===== src/rtl/conv_pkg.sv =====
// Shared definitions for the 3x3 convolution window feeder: FSM states,
// kernel geometry and the tap-index helper used to pack the ifmap bus.
package conv_pkg;

  typedef enum logic [1:0] {
    ST_IDLE,
    ST_FILL,
    ST_STREAM,
    ST_DONE
  } state_e;

  localparam int KERNEL_DIM  = 3;
  localparam int KERNEL_TAPS = KERNEL_DIM * KERNEL_DIM;

  // First pixel position whose acceptance completes a full 3x3 window.
  localparam int WIN_FIRST_ROW = KERNEL_DIM - 1;
  localparam int WIN_FIRST_COL = KERNEL_DIM - 1;

  // Shift-register column fed by the incoming pixel column (rightmost).
  localparam int WIN_NEW_COL = KERNEL_DIM - 1;

  // Flat tap number of window element (r, c); r=0 top row, c=0 left column.
  function automatic int tap_index(input int r, input int c);
    return KERNEL_DIM * r + c;
  endfunction

endpackage


===== src/rtl/conv_window_feeder_if.sv =====
// Pixel-stream and window-stream handshake bundle of the window feeder.
// master: pixel source / window sink. slave: the feeder itself.
interface conv_window_feeder_if #(
  parameter int DATA_W = 8
);

  logic                                       pix_valid;
  logic [DATA_W-1:0]                          pix_data;
  logic                                       pix_ready;
  logic                                       win_valid;
  logic                                       win_ready;
  logic [conv_pkg::KERNEL_TAPS*DATA_W-1:0]    ifmap;

  modport master (
    output pix_valid, pix_data, win_ready,
    input  pix_ready, win_valid, ifmap
  );

  modport slave (
    input  pix_valid, pix_data, win_ready,
    output pix_ready, win_valid, ifmap
  );

endinterface


===== src/rtl/conv_line_buffer.sv =====
// One image line of storage: single-port RAM addressed by column.
// The read is combinational so the old entry can be consumed and replaced
// by the new one on the same accepted pixel.
module conv_line_buffer #(
  parameter int WIDTH = 8,
  parameter int DEPTH = 8
) (
  input  logic                     clk,
  input  logic                     we_i,
  input  logic [$clog2(DEPTH)-1:0] addr_i,
  input  logic [WIDTH-1:0]         wdata_i,
  output logic [WIDTH-1:0]         rdata_o
);

  logic [WIDTH-1:0] mem_q [DEPTH];

  // Write the new column entry on each accepted pixel.
  // NOTE: the RAM has no reset; every entry is rewritten before it feeds a window.
  always_ff @(posedge clk) begin
    if (we_i) mem_q[addr_i] <= wdata_i;
  end

  assign rdata_o = mem_q[addr_i];

endmodule


===== src/rtl/conv_window_feeder.sv =====
// Raster pixel stream -> 3x3 convolution window stream, plus weight-buffer
// load path. Optional macro CONV_FEEDER_WIN_COUNT_EN adds a saturating
// win_count output counting accepted windows per frame.
module conv_window_feeder
  import conv_pkg::*;
#(
  parameter int DATA_W = 8,
  parameter int IMG_W  = 8,
  parameter int IMG_H  = 8
) (
  input  logic                          clk,
  input  logic                          rst,
  input  logic                          frame_start,
  conv_window_feeder_if.slave           bus,
  input  logic [KERNEL_TAPS*DATA_W-1:0] filter_in,
  input  logic                          filter_load,
  output logic [KERNEL_TAPS*DATA_W-1:0] filter,
  output logic                          wb_write_en,
  output logic                          frame_done
`ifdef CONV_FEEDER_WIN_COUNT_EN
  ,
  output logic [15:0]                   win_count
`endif
);

  localparam int COL_W = $clog2(IMG_W);
  localparam int ROW_W = $clog2(IMG_H);
  localparam int WIN_W = KERNEL_TAPS * DATA_W;

  state_e             state_q, state_d;
  logic [COL_W-1:0]   col_q, col_d;
  logic [ROW_W-1:0]   row_q, row_d;
  logic               win_valid_q, win_valid_d;
  logic               last_q, last_d;
  logic [WIN_W-1:0]   ifmap_q, ifmap_d;
  logic [WIN_W-1:0]   filter_q;
  logic               wb_write_en_q;

  logic [DATA_W-1:0]  win_q   [KERNEL_DIM][KERNEL_DIM];
  logic [DATA_W-1:0]  new_col [KERNEL_DIM];
  logic [DATA_W-1:0]  lb_top_rd, lb_mid_rd;

  logic pix_ready, accept, consume, frame_go, at_win_pos, at_last_pos;

  assign frame_go    = (state_q == ST_IDLE) && frame_start;
  assign pix_ready   = ((state_q == ST_FILL) || (state_q == ST_STREAM)) &&
                       (!win_valid_q || bus.win_ready);
  assign accept      = bus.pix_valid && pix_ready;
  assign consume     = win_valid_q && bus.win_ready;
  assign at_win_pos  = (row_q >= ROW_W'(WIN_FIRST_ROW)) && (col_q >= COL_W'(WIN_FIRST_COL));
  assign at_last_pos = (row_q == ROW_W'(IMG_H - 1)) && (col_q == COL_W'(IMG_W - 1));

  // Top line holds row-2, middle line holds row-1; the incoming pixel
  // pushes the column one line upward.
  conv_line_buffer #(.WIDTH(DATA_W), .DEPTH(IMG_W)) u_lb_top (
    .clk     (clk),
    .we_i    (accept),
    .addr_i  (col_q),
    .wdata_i (lb_mid_rd),
    .rdata_o (lb_top_rd)
  );

  conv_line_buffer #(.WIDTH(DATA_W), .DEPTH(IMG_W)) u_lb_mid (
    .clk     (clk),
    .we_i    (accept),
    .addr_i  (col_q),
    .wdata_i (bus.pix_data),
    .rdata_o (lb_mid_rd)
  );

  assign new_col[0] = lb_top_rd;
  assign new_col[1] = lb_mid_rd;
  assign new_col[2] = bus.pix_data;

  // Frame sequencing: fill the first two rows, stream windows, one DONE cycle.
  always_comb begin
    state_d = state_q;
    unique case (state_q)
      ST_IDLE:   if (frame_start) state_d = ST_FILL;
      ST_FILL:   if (accept && row_q == ROW_W'(WIN_FIRST_ROW) &&
                     col_q == COL_W'(WIN_FIRST_COL)) state_d = ST_STREAM;
      ST_STREAM: if (consume && last_q) state_d = ST_DONE;
      ST_DONE:   state_d = ST_IDLE;
      default:   state_d = ST_IDLE;
    endcase
  end

  // Raster counters, window register and its valid/last flags.
  // NOTE: every signal takes its hold value first so no path leaves it unassigned (no latch).
  always_comb begin
    col_d       = col_q;
    row_d       = row_q;
    win_valid_d = win_valid_q;
    last_d      = last_q;
    ifmap_d     = ifmap_q;
    if (frame_go) begin
      col_d = '0;
      row_d = '0;
    end else if (accept) begin
      if (col_q == COL_W'(IMG_W - 1)) begin
        col_d = '0;
        row_d = (row_q == ROW_W'(IMG_H - 1)) ? '0 : row_q + 1'b1;
      end else begin
        col_d = col_q + 1'b1;
      end
    end
    if (consume) win_valid_d = 1'b0;
    // A new window may replace the consumed one in the same cycle.
    if (accept && at_win_pos) begin
      win_valid_d = 1'b1;
      last_d      = at_last_pos;
      for (int r = 0; r < KERNEL_DIM; r++) begin
        for (int c = 0; c < KERNEL_DIM - 1; c++) begin
          ifmap_d[DATA_W*tap_index(r, c) +: DATA_W] = win_q[r][c+1];
        end
        ifmap_d[DATA_W*tap_index(r, WIN_NEW_COL) +: DATA_W] = new_col[r];
      end
    end
  end

  // Control and window state registers.
  always_ff @(posedge clk) begin
    if (rst) begin
      state_q     <= ST_IDLE;
      col_q       <= '0;
      row_q       <= '0;
      win_valid_q <= 1'b0;
      last_q      <= 1'b0;
      ifmap_q     <= '0;
    end else begin
      state_q     <= state_d;
      col_q       <= col_d;
      row_q       <= row_d;
      win_valid_q <= win_valid_d;
      last_q      <= last_d;
      ifmap_q     <= ifmap_d;
    end
  end

  // 3x3 shift register: shift left one column per accepted pixel.
  // NOTE: non-blocking assignments make each tap read its neighbour's pre-edge value, so order is irrelevant.
  always_ff @(posedge clk) begin
    if (accept) begin
      for (int r = 0; r < KERNEL_DIM; r++) begin
        for (int c = 0; c < KERNEL_DIM - 1; c++) begin
          win_q[r][c] <= win_q[r][c+1];
        end
        win_q[r][WIN_NEW_COL] <= new_col[r];
      end
    end
  end

  // Weight-buffer load: capture filter and flag the write one cycle later.
  always_ff @(posedge clk) begin
    if (rst) begin
      filter_q      <= '0;
      wb_write_en_q <= 1'b0;
    end else begin
      wb_write_en_q <= filter_load;
      if (filter_load) filter_q <= filter_in;
    end
  end

`ifdef CONV_FEEDER_WIN_COUNT_EN
  logic [15:0] win_count_q;

  // Saturating count of windows accepted in the current frame.
  always_ff @(posedge clk) begin
    if (rst || frame_go) begin
      win_count_q <= '0;
    end else if (consume && win_count_q != 16'hFFFF) begin
      win_count_q <= win_count_q + 16'd1;
    end
  end

  assign win_count = win_count_q;
`endif

  assign bus.pix_ready = pix_ready;
  assign bus.win_valid = win_valid_q;
  assign bus.ifmap     = ifmap_q;
  assign filter        = filter_q;
  assign wb_write_en   = wb_write_en_q;
  assign frame_done    = (state_q == ST_DONE);

endmodule


===== src/flat_wrapper.sv =====
// flat-port wrapper written by rule: the top's interface ports become plain ports
module conv_window_feeder_flat import conv_pkg::*;
#(
  parameter int DATA_W = 8,
  parameter int IMG_W  = 8,
  parameter int IMG_H  = 8
)
  (clk, rst, frame_start, filter_in, filter_load, filter, wb_write_en, frame_done, bus_pix_valid, bus_pix_data, bus_win_ready, bus_pix_ready, bus_win_valid, bus_ifmap);
  conv_window_feeder_if #(.DATA_W(DATA_W)) bus_i ();
  input  logic clk;
  input  logic rst;
  input  logic frame_start;
  input  logic [KERNEL_TAPS*DATA_W-1:0] filter_in;
  input  logic filter_load;
  output logic [KERNEL_TAPS*DATA_W-1:0] filter;
  output logic wb_write_en;
  output logic frame_done;
  input wire logic [$bits(bus_i.pix_valid)-1:0] bus_pix_valid;
  input wire logic [$bits(bus_i.pix_data)-1:0] bus_pix_data;
  input wire logic [$bits(bus_i.win_ready)-1:0] bus_win_ready;
  output wire logic [$bits(bus_i.pix_ready)-1:0] bus_pix_ready;
  output wire logic [$bits(bus_i.win_valid)-1:0] bus_win_valid;
  output wire logic [$bits(bus_i.ifmap)-1:0] bus_ifmap;
  assign bus_i.pix_valid = bus_pix_valid;
  assign bus_i.pix_data = bus_pix_data;
  assign bus_i.win_ready = bus_win_ready;
  assign bus_pix_ready = bus_i.pix_ready;
  assign bus_win_valid = bus_i.win_valid;
  assign bus_ifmap = bus_i.ifmap;
  conv_window_feeder #(.DATA_W(DATA_W), .IMG_W(IMG_W), .IMG_H(IMG_H)) u_core (.clk(clk), .rst(rst), .frame_start(frame_start), .bus(bus_i), .filter_in(filter_in), .filter_load(filter_load), .filter(filter), .wb_write_en(wb_write_en), .frame_done(frame_done));
endmodule

===== config.mk =====
export PLATFORM = sky130hd
export DESIGN_NAME = conv_window_feeder_flat
export DESIGN_NICKNAME = d
export VERILOG_FILES = /design/src/rtl/conv_pkg.sv /design/src/rtl/conv_window_feeder_if.sv /design/src/rtl/conv_line_buffer.sv /design/src/rtl/conv_window_feeder.sv /design/src/flat_wrapper.sv
export SDC_FILE = /design/constraint.sdc
export NUM_CORES = 1
export LEC_CHECK = 0
export BUFFER_PORTS_ARGS = -buffer_cell sky130_fd_sc_hd__buf_4
export CAP_MARGIN = 10
export CORE_ASPECT_RATIO = 2
export CORE_MARGIN = 2
export CORE_UTILIZATION = 55
export DETAILED_ROUTE_END_ITERATION = 10
export GPL_TIMING_DRIVEN = 0
export HOLD_SLACK_MARGIN = 0.03
export PLACE_DENSITY = 0.79
export SKIP_CTS_REPAIR_TIMING = 1
export SLEW_MARGIN = 20
export SYNTH_ARGS = -nofsm -noshare
export SYNTH_HDL_FRONTEND = slang
export SYNTH_HIERARCHICAL = 1
export SYNTH_SLANG_ARGS = --single-unit

===== constraint.sdc =====
create_clock -name clk -period 6.2 [get_ports clk]
set_input_delay 1.55 -clock clk [delete_from_list [all_inputs] [get_ports clk]]
set_output_delay 1.55 -clock clk [all_outputs]
set_load 0.01 [all_outputs]

Word-level counts from Yosys, hierarchy flattened
Memory sizes are Yosys's and may differ from the RTL's. A register that Yosys moved wholly into a read port is not among the register bits.
Cells that the tools add are included.
W data, S select, Z words.
{ "totals": {"regBits": 155, "ram_bits": 200, "input_bits": 86, "out_inout_bits": 148, "elab_cells": 57, "n_memories": 3} }
{ "memory_table": {"columns": ["memory", "words", "word_bits", "rd", "rd_ports_with_merged_regs", "write_ports", "line_no", "text"], "rows": [
  ["u_core.win_q", 3, 24, 3, 0, 3, "conv_window_feeder.sv:39", "logic [DATA_W-1:0] win_q [KERNEL_DIM][KERNEL_DIM];"],
  ["u_core.u_lb_mid.mem_q", 8, 8, 1, 1, 1, "conv_line_buffer.sv:15", "logic [WIDTH-1:0] mem_q [DEPTH];"],
  ["u_core.u_lb_top.mem_q", 8, 8, 1, 1, 1, "conv_line_buffer.sv:15", null]
]} }
{ "op_classes": {"addsub": 2, "magnitude_cmp": 2, "n_eq_ne": 10, "mux": 14, "n_reduce_logical": 18} }
{ "ops": {"columns": ["operator", "count"], "rows": [
  ["$mux W3", 6],
  ["$logic_and A1 B1 Y1", 10],
  ["$pmux W2 S4", 1],
  ["$add A3 B1 Y3 const B", 2],
  ["$eq A3 B2 Y1 const B", 2],
  ["$eq A3 B3 Y1 const B", 2],
  ["$ge A3 B2 Y1 const B", 2],
  ["$mux W2", 3],
  ["$ne A2 B2 Y1 const B", 3],
  ["$eq A2 B2 Y1 const B", 2],
  ["$mux W1", 4],
  ["$reduce_and A3 Y1", 1],
  ["$eq A2 B1 Y1 const B", 1],
  ["$logic_not A2 Y1", 1],
  ["$logic_or A1 B1 Y1", 2],
  ["$reduce_and A2 Y1", 1],
  ["$reduce_bool A2 Y1", 1],
  ["$reduce_or A2 Y1", 1],
  ["$logic_not A1 Y1", 1]
]} }

Depth between registers and ports, before layout
Gate-level depths: netlist of run 1.
{ "logic_depth": {"ltp_word": 8, "mapped_depth": 8, "mapped_depth_nobuf": 6} }

Cells and area by module
Netlist of run 1, hierarchy kept.
{ "modules_own_cells": {"columns": ["module", "n_inst", "cells_each", "area_each_um2", "seq_area_each_um2"], "rows": [
  ["conv_window_feeder", 1, 663, 7448.4, 4544.4],
  ["conv_line_buffer", 2, 121, 2555.0, 1921.8]
]} }

Least setup slack after synthesis of run 1
No wires, ideal clock.
{ "synth_path": {"path_kind": "input port to flip-flop", "start": "input bus_pix_valid", "end": "memory u_core.u_lb_mid.mem_q[4][0] (enable)", "setup_ps": 383, "arrival_ps": 5086, "required_ps": 5817, "slack_ps": 731, "cell_stages": 4, "n_path_buf": 0, "cell_sequence": "nand2_2 nor2_1 nand2_1 nor3_1"} }
{ "synth_via": {"elab_chain_cells": 3} }
{ "synth_lines": {"columns": ["element", "line_no", "text"], "rows": [
  ["from (decl)", "flat_wrapper.sv:18", "input wire logic [$bits(bus_i.pix_valid)-1:0] bus_pix_valid;"],
  ["$logic_and A1 B1 Y1", "conv_window_feeder.sv:48", "assign accept = bus.pix_valid && pix_ready;"],
  ["via u_core.accept", "conv_window_feeder.sv:43", "logic pix_ready, accept, consume, frame_go, at_win_pos, at_last_pos;"],
  ["$mux W1", "conv_line_buffer.sv:20", "if (we_i) mem_q[addr_i] <= wdata_i;"],
  ["$mux W1 (implied by the code)", "conv_line_buffer.sv:20", null],
  ["to (decl)", "conv_line_buffer.sv:15", null]
]} }
The timed path passes the listed nets, and every way through them passes these cells.

Final worst setup path of run 1
{ "layout_path": {"start": "input bus_win_ready", "end": "output bus_pix_ready"} }
{ "layout_via": {"elab_chain_cells": 2} }
{ "layout_lines": {"columns": ["element", "line_no", "text"], "rows": [
  ["from (decl)", "flat_wrapper.sv:20", "input wire logic [$bits(bus_i.win_ready)-1:0] bus_win_ready;"],
  ["$logic_or A1 B1 Y1", "conv_window_feeder.sv:47", "(!win_valid_q || bus.win_ready);"],
  ["$logic_and A1 B1 Y1", "conv_window_feeder.sv:46", "assign pix_ready = ((state_q == ST_FILL) || (state_q == ST_STREAM)) &&"],
  ["to (decl)", "flat_wrapper.sv:21", "output wire logic [$bits(bus_i.pix_ready)-1:0] bus_pix_ready;"]
]} }
Every way passes these cells.

==> metrics, run 1 <==
Syn Std Cell Area between 0.01 and 0.015 mm^2; FF-to-FF path depth 7; CP required roughly 4700 ps; fin util 0.693; status finished, final reports clean; Fin. Hold Viols 0; number of flops mapped to enable cells by yosys roughly 180; Top delay family on crit path simple AND/OR/NAND/NOR gates; reg2reg setup slack 3260 ps; FF-to-FF End u_core/u_lb_mid/mem_q[5][6]; first-pass GRT wire length around 45000 um; pin count of the biggest net entering global routing 28; Pre-antenna DRT Iters 5; sequential share of the synthesized area 0.668; Clk pwr share 0.338; Synth async-reset ratio 0; DRT antenna net count 0; hold endpoint u_core/win_q[1][13]; clock root buffer clkbuf_16; nets 1264; Setup CP Type in -> out; fin cells 1468; Hold WC Path Type reg -> reg; YS warnings 6; fin crit period roughly 3800 ps; DP HPWL 21700 um; placed cells approximately 1400; # setup viols final 0; Clock Skew around 32 ps; syn nets approximately 1000; core area 0.0225 mm^2; switching pwr 1.20 mW; Post-Route WL a little under 30000 um; total CTS buffers 27; total power about 5.0 mW; GPL Wtd Cong ~0.8; Avg WL per Cell between 20 and 25 um; CP max FO 3; sw frac 0.239; Worst path most repeated cell buf_4; row count 78; peak supply drop 263 uV; via/cell ratio about 5.4; RSZ-0062 raised after global routing false; CP Cell Sequence buf_4 -> nand2b_1 -> and2_1 -> buf_4; die width roughly 110 um; number of antenna violations at the first check in global routing 0; max frequency roughly 260 MHz; Worst-path clk slew about 70 ps; WP data arrival about 2300 ps; Starting Density 0.557; share of layout cells above drive strength 1 0.359; Critical Path Start Type input port; Worst slew margin 0.356; hold path startpoint u_core/win_q[1][5]; Die Ht ~220 um; slew at the pin closest to its max-slew limit slightly below 1000 ps; Clock Latency Late Sink roughly 560 ps; Vias 7947; Mapped Avg Cell Area ~14 um^2; total of max-cap violations 0; clock tree sinks between 300 and 400; CP max-delay cell and2_1; Port-buffer cells ~230; vias in the first global route 8047; TritonCTS clock tree yes; io pins 234; layout overhead on the synthesized area 24.3%; hold depth 0; die footprint 0.0241 mm^2; fin. max-slew vios 0; Tcrit/Tclk final 0.617; Inserted Diodes 0; Initial DRC Count between 500 and 600; residual DRC count 0; combinational power share 0.137; Pleak approximately 6 nW; clk buf depth 3; total gr overflow 0; CP bufs+invs 2; post-synthesis cell count between 900 and 1000; commonest non-fill, non-tap cell in the layout buf_4; most frequent cells in the layout 232 x buf_4, 176 x edfxtp_1, 155 x dfxtp_1, 121 x nand2_1, 88 x nor2_1; Crit. End Element output pin; Final TNS setup 0 ps; Flop pwr share 0.524; reg2reg start u_core/state_q[0]; Crit path largest cell delay 230 ps; number of H-tree levels 1; synth unique cells 46; Stages on worst setup path 4; Top FF cell, synth edfxtp_1; PD cells between 300 and 400 mW/mm^2; Seq cells post-synth 331; Pint between 3 and 4 mW; total track usage 0.239
## worst reg2reg max path, cell delays in order (launching register included)
cell and delay (ps):
dfxtp_1 390, inv_1 80, ha_1 340, nand2_2 160
nor2_4 470, buf_16 220, nand2_1 130, nor2_1 780
## through the flow
step | setup slack, ps | cell area (um^2) | hold WS (ps)
after floorplan | 731 | 12600 | 426
after global placement | -1280 | 14600 | 428
after detailed placement | 2370 | 14700 | 434
after CTS | 2370 | 15600 | 451
after global routing | 2350 | 15600 | 458
final | 2380 | 15600 | 447
## metal layers
| metal | up-vias | part of all wire | GRT usage |
|---|---|---|---|
| li1 | 3738 | - | - |
| met1 | 3863 | 0.34 | 0.246 |
| met2 | 301 | 0.58 | 0.480 |
| met3 | 45 | 0.056 | 0.0409 |
| met4 | 0 | 0.029 | 0.0825 |
| met5 | - | 0 | 0 |
## power by group through the flow
stage | Sequential, mW | Combinational (mW) | Clock (mW)
after floorplan | 2.67 | 0.398 | 0
after global placement | 2.68 | 0.638 | 0
after detailed placement | 2.67 | 0.692 | 0
after CTS | 2.63 | 0.696 | 1.73
after global routing | 2.64 | 0.741 | 1.82
final | 2.63 | 0.689 | 1.69
## synthesized netlist by cell type (12+ instances only)
library cell    n  share of area
nand2_1       121          0.036
nand2_2        39          0.019
mux4_2         16          0.029
a21oi_1        43          0.017
nor2_1         89          0.027
edfxtp_1      176           0.42
clkbuf_1       15         0.0045
mux2_4         12          0.014
dfxtp_1       155           0.25
a21oi_2        40          0.028
buf_2          16         0.0064
mux2i_1        78          0.062
## worst max-delay path by stage
stage,start,to,slack [ps]
floorplan,bus_pix_valid,u_core/u_lb_mid/mem_q[4][0],730
global placement,bus_pix_valid,u_core/u_lb_top/mem_q[4][0],-1280
detailed placement,bus_win_ready,bus_pix_ready,2370
CTS,bus_win_ready,bus_pix_ready,2370
global route,bus_win_ready,bus_pix_ready,2350
finish,bus_win_ready,bus_pix_ready,2380
## layout make-up
cell class / instances / area, um^2
clock buffers: 40 / 818
plain buffers: 54 / 427
fillers: 1585 / 6930
well taps: 280 / 350
flip-flops and latches: 331 / 8390
clock inverters: 9 / 68.8
multi-input cells: 514 / 3750
repair buffers: 234 / 1790
inverters: 6 / 22.5
## kinds of logic after synthesis
family                   Yosys count  share of synthesized area
AO/OA/AOI/OAI                    103                     0.0591
adder cells (fa/ha/maj)           10                    0.00996
buffers and inverters             60                     0.0358
flip-flops                       331                      0.668
multiplexers                     120                      0.127
AND/OR/NAND/NOR                  281                     0.0999
## sequential cells by signal (all words and copies together) (netlist names)
| register | cells |
|---|---|
| u_core/bus.ifmap | 72 |
| u_core/filter | 72 |
| u_core/u_lb_mid/mem_q | 64 |
| u_core/u_lb_top/mem_q | 64 |
| u_core/win_q | 48 |
| u_core/col_q | 3 |
| u_core/row_q | 3 |
| u_core/state_q | 2 |
| u_core/bus.win_valid | 1 |
| u_core/last_q | 1 |
| u_core/wb_write_en | 1 |
Note: power is estimated with default switching activity, not from simulation.
==> inputs of run 2 (changes only) <==
- CORE_UTILIZATION: 55 -> 50
- PLACE_DENSITY: 0.79 -> 0.76
- clock period: 6.2 -> 3.2 ns (I/O delays scaled with it)
==> metrics, run 2 (same netlist as run 1, synthesis figures left out) <==
clk buf depth 3 (unchanged); Hold WC Path Type reg -> reg; Clk pwr share 0.353 (+0.015); max frequency 328 MHz; hold path startpoint u_core/win_q[1][1]; die width 116 um (+4.7%); pre-CTS WS -132 ps (-2500 ps); clock root buffer clkbuf_16; share of layout cells above drive strength 1 0.369 (+0.0105); sw frac 0.238 (-0.000811); met2 usage 0.348 (-0.132); FF-to-FF path depth 8 (+1); CP max FO 21 (+18); Port-buffer cells 231 (unchanged); peak supply drop 511 uV (+94%); Crit path largest cell delay 540 ps (+310 ps); WP data arrival 3220 ps (+950 ps); CP required 3370 ps (-1280 ps); # setup viols final 0 (unchanged); DRT antenna net count 0 (unchanged); FILL cells 1848 (+17%); Starting Density 0.506 (-0.0513); Clock Latency Late Sink 560 ps (about the same); commonest non-fill, non-tap cell in the layout buf_4; Post-Route WL 27700 um (-6.2%); Critical Path Start Type flip-flop; fin. max-slew vios 0 (unchanged); first-pass GRT wire length 42500 um (-4.6%); Worst-path clk slew 70 ps (about the same); Inserted Diodes 0 (unchanged); number of antenna violations at the first check in global routing 0 (unchanged); core area 0.0248 mm^2 (+10%); die footprint 0.0265 mm^2 (+9.7%); GPL Wtd Cong 0.805 (-2.1%); total track usage 0.206 (-0.0331); Final TNS setup 0 ps (unchanged); status finished, final reports clean; Worst path most repeated cell buf_16; io pins 234 (unchanged); FF-to-FF End u_core/u_lb_mid/mem_q[6][2]; Initial DRC Count 633 (+19%); hold endpoint u_core/win_q[1][9]; total gr overflow 0 (unchanged); reg2reg start u_core/state_q[1]; row count 82 (+5.1%); Flop pwr share 0.512 (-0.012); CP bufs+invs 3 (+1); Pint 7.56 mW (+98%); Setup CP Type reg -> reg; slew at the pin closest to its max-slew limit 907 ps (-55.7 ps); nets 1265 (+0.079%); Most Used Layer, Global Route met2; TritonCTS clock tree yes; RSZ-0062 raised after global routing true; Pleak 6.05 nW (+0.49%); Worst slew margin 0.393 (+0.0373); total CTS buffers 29 (+7.4%); PD cells 628 mW/mm^2 (+96%); Pre-antenna DRT Iters 6 (+1); fin crit period ~3000 ps; total of max-cap violations 0 (unchanged); Vias 7938 (-0.11%); Die Ht 228 um (+4.8%); met3 Resource Use GR 0.0228 (-0.0180); CP Cell Sequence inv_1 -> ha_1 -> nand2_2 -> nor2_4 -> buf_16 -> buf_16 -> nand2_1 -> nor2_2; via/cell ratio 5.20 (-4.0%); reg2reg setup slack 150 ps (-3110 ps); hold depth 0 (unchanged); residual DRC count 0 (unchanged); Tcrit/Tclk final 0.953; Clock Skew 28.8 ps (-3.18 ps); DP HPWL 19800 um (-8.7%); Avg WL per Cell 18.1 um (-9.9%); number of H-tree levels 1 (unchanged); layout overhead on the synthesized area 25.8%; pin count of the biggest net entering global routing 22 (-21%); most frequent cells in the layout 231 x buf_4, 176 x edfxtp_1, 155 x dfxtp_1, 121 x nand2_1, 82 x nor2_1; Crit. End Element flip-flop; vias in the first global route 7778 (-3.3%); Fin. Hold Viols 0 (unchanged); met1 GRT Util 0.282 (+0.0359); setup slack after layout 151 ps (-2230 ps); combinational power share 0.135 (-0.002); switching pwr 2.36 mW (+97%); Top delay family on crit path simple AND/OR/NAND/NOR gates; clock tree sinks 331 (unchanged); CP max-delay cell nor2_2
-- run 2: cell count changes in the layout (fill, tap and decap cells not counted), sizes merged --
cell | previous run | this run
clkbuf | 55 | 58
clkinv | 6 | 7
clkinvlp | 0 | 2
buf | 273 | 272
inv | 8 | 7
-- run 2: how the worst max path moves through the flow --
stage,end,cells after the start,from
after detailed placement,u_core/u_lb_mid/mem_q[7][1],7,bus_pix_valid
after floorplan,u_core/u_lb_mid/mem_q[4][0],4,bus_pix_valid
after CTS,u_core/u_lb_mid/mem_q[7][2],8,u_core/state_q[1]
after global routing,u_core/u_lb_mid/mem_q[7][0],8,u_core/state_q[0]
final,u_core/u_lb_mid/mem_q[6][2],8,u_core/state_q[1]
after global placement,u_core/u_lb_mid/mem_q[4][1],5,bus_pix_valid
-- run 2: worst reg2reg max path, stage by stage, from the launching register on --
cell and delay, ps:
dfxtp_1 380, inv_1 90, ha_1 350, nand2_2 160
nor2_4 520, buf_16 250, buf_16 190, nand2_1 200
nor2_2 540
-- run 2: layer usage --
layer,part of all wire,wire length [um]
met4,0.022,599
met2,0.50,13900
met5,0,0
met1,0.41,11500
met3,0.061,1680
-- run 2: power groups by stage --
stage	logic [mW]	registers (mW)	clock network, mW
after floorplan	0.775	5.16	0
after global placement	1.21	5.16	0
after CTS	1.34	5.08	3.59
after global routing	1.45	5.11	3.73
after detailed placement	1.33	5.17	0
final	1.34	5.08	3.51
-- run 2: metrics by stage --
step                      power [mW]   util  hold slack [ps]  instance area, um^2  std cells
after global placement          6.38  0.593              430                14700       1472
final                           9.92  0.636              450                15800       1528
after global routing            10.3  0.636              454                15800       1528
after detailed placement        6.50  0.596              433                14800       1474
after CTS                       10.0  0.635              451                15800       1528
after floorplan                 5.94      -              426                12600        905
-- run 2: cell type report --
cell class | instances | area [um^2] | area share
flip-flops and latches | 331 | 8390 | 0.531
multi-input cells | 514 | 3780 | 0.239
repair buffers | 233 | 1790 | 0.113
clock buffers | 43 | 892 | 0.0565
plain buffers | 54 | 427 | 0.0270
well taps | 336 | 420 | 0.0266
clock inverters | 11 | 87.6 | 0.00554
inverters | 6 | 22.5 | 0.00143
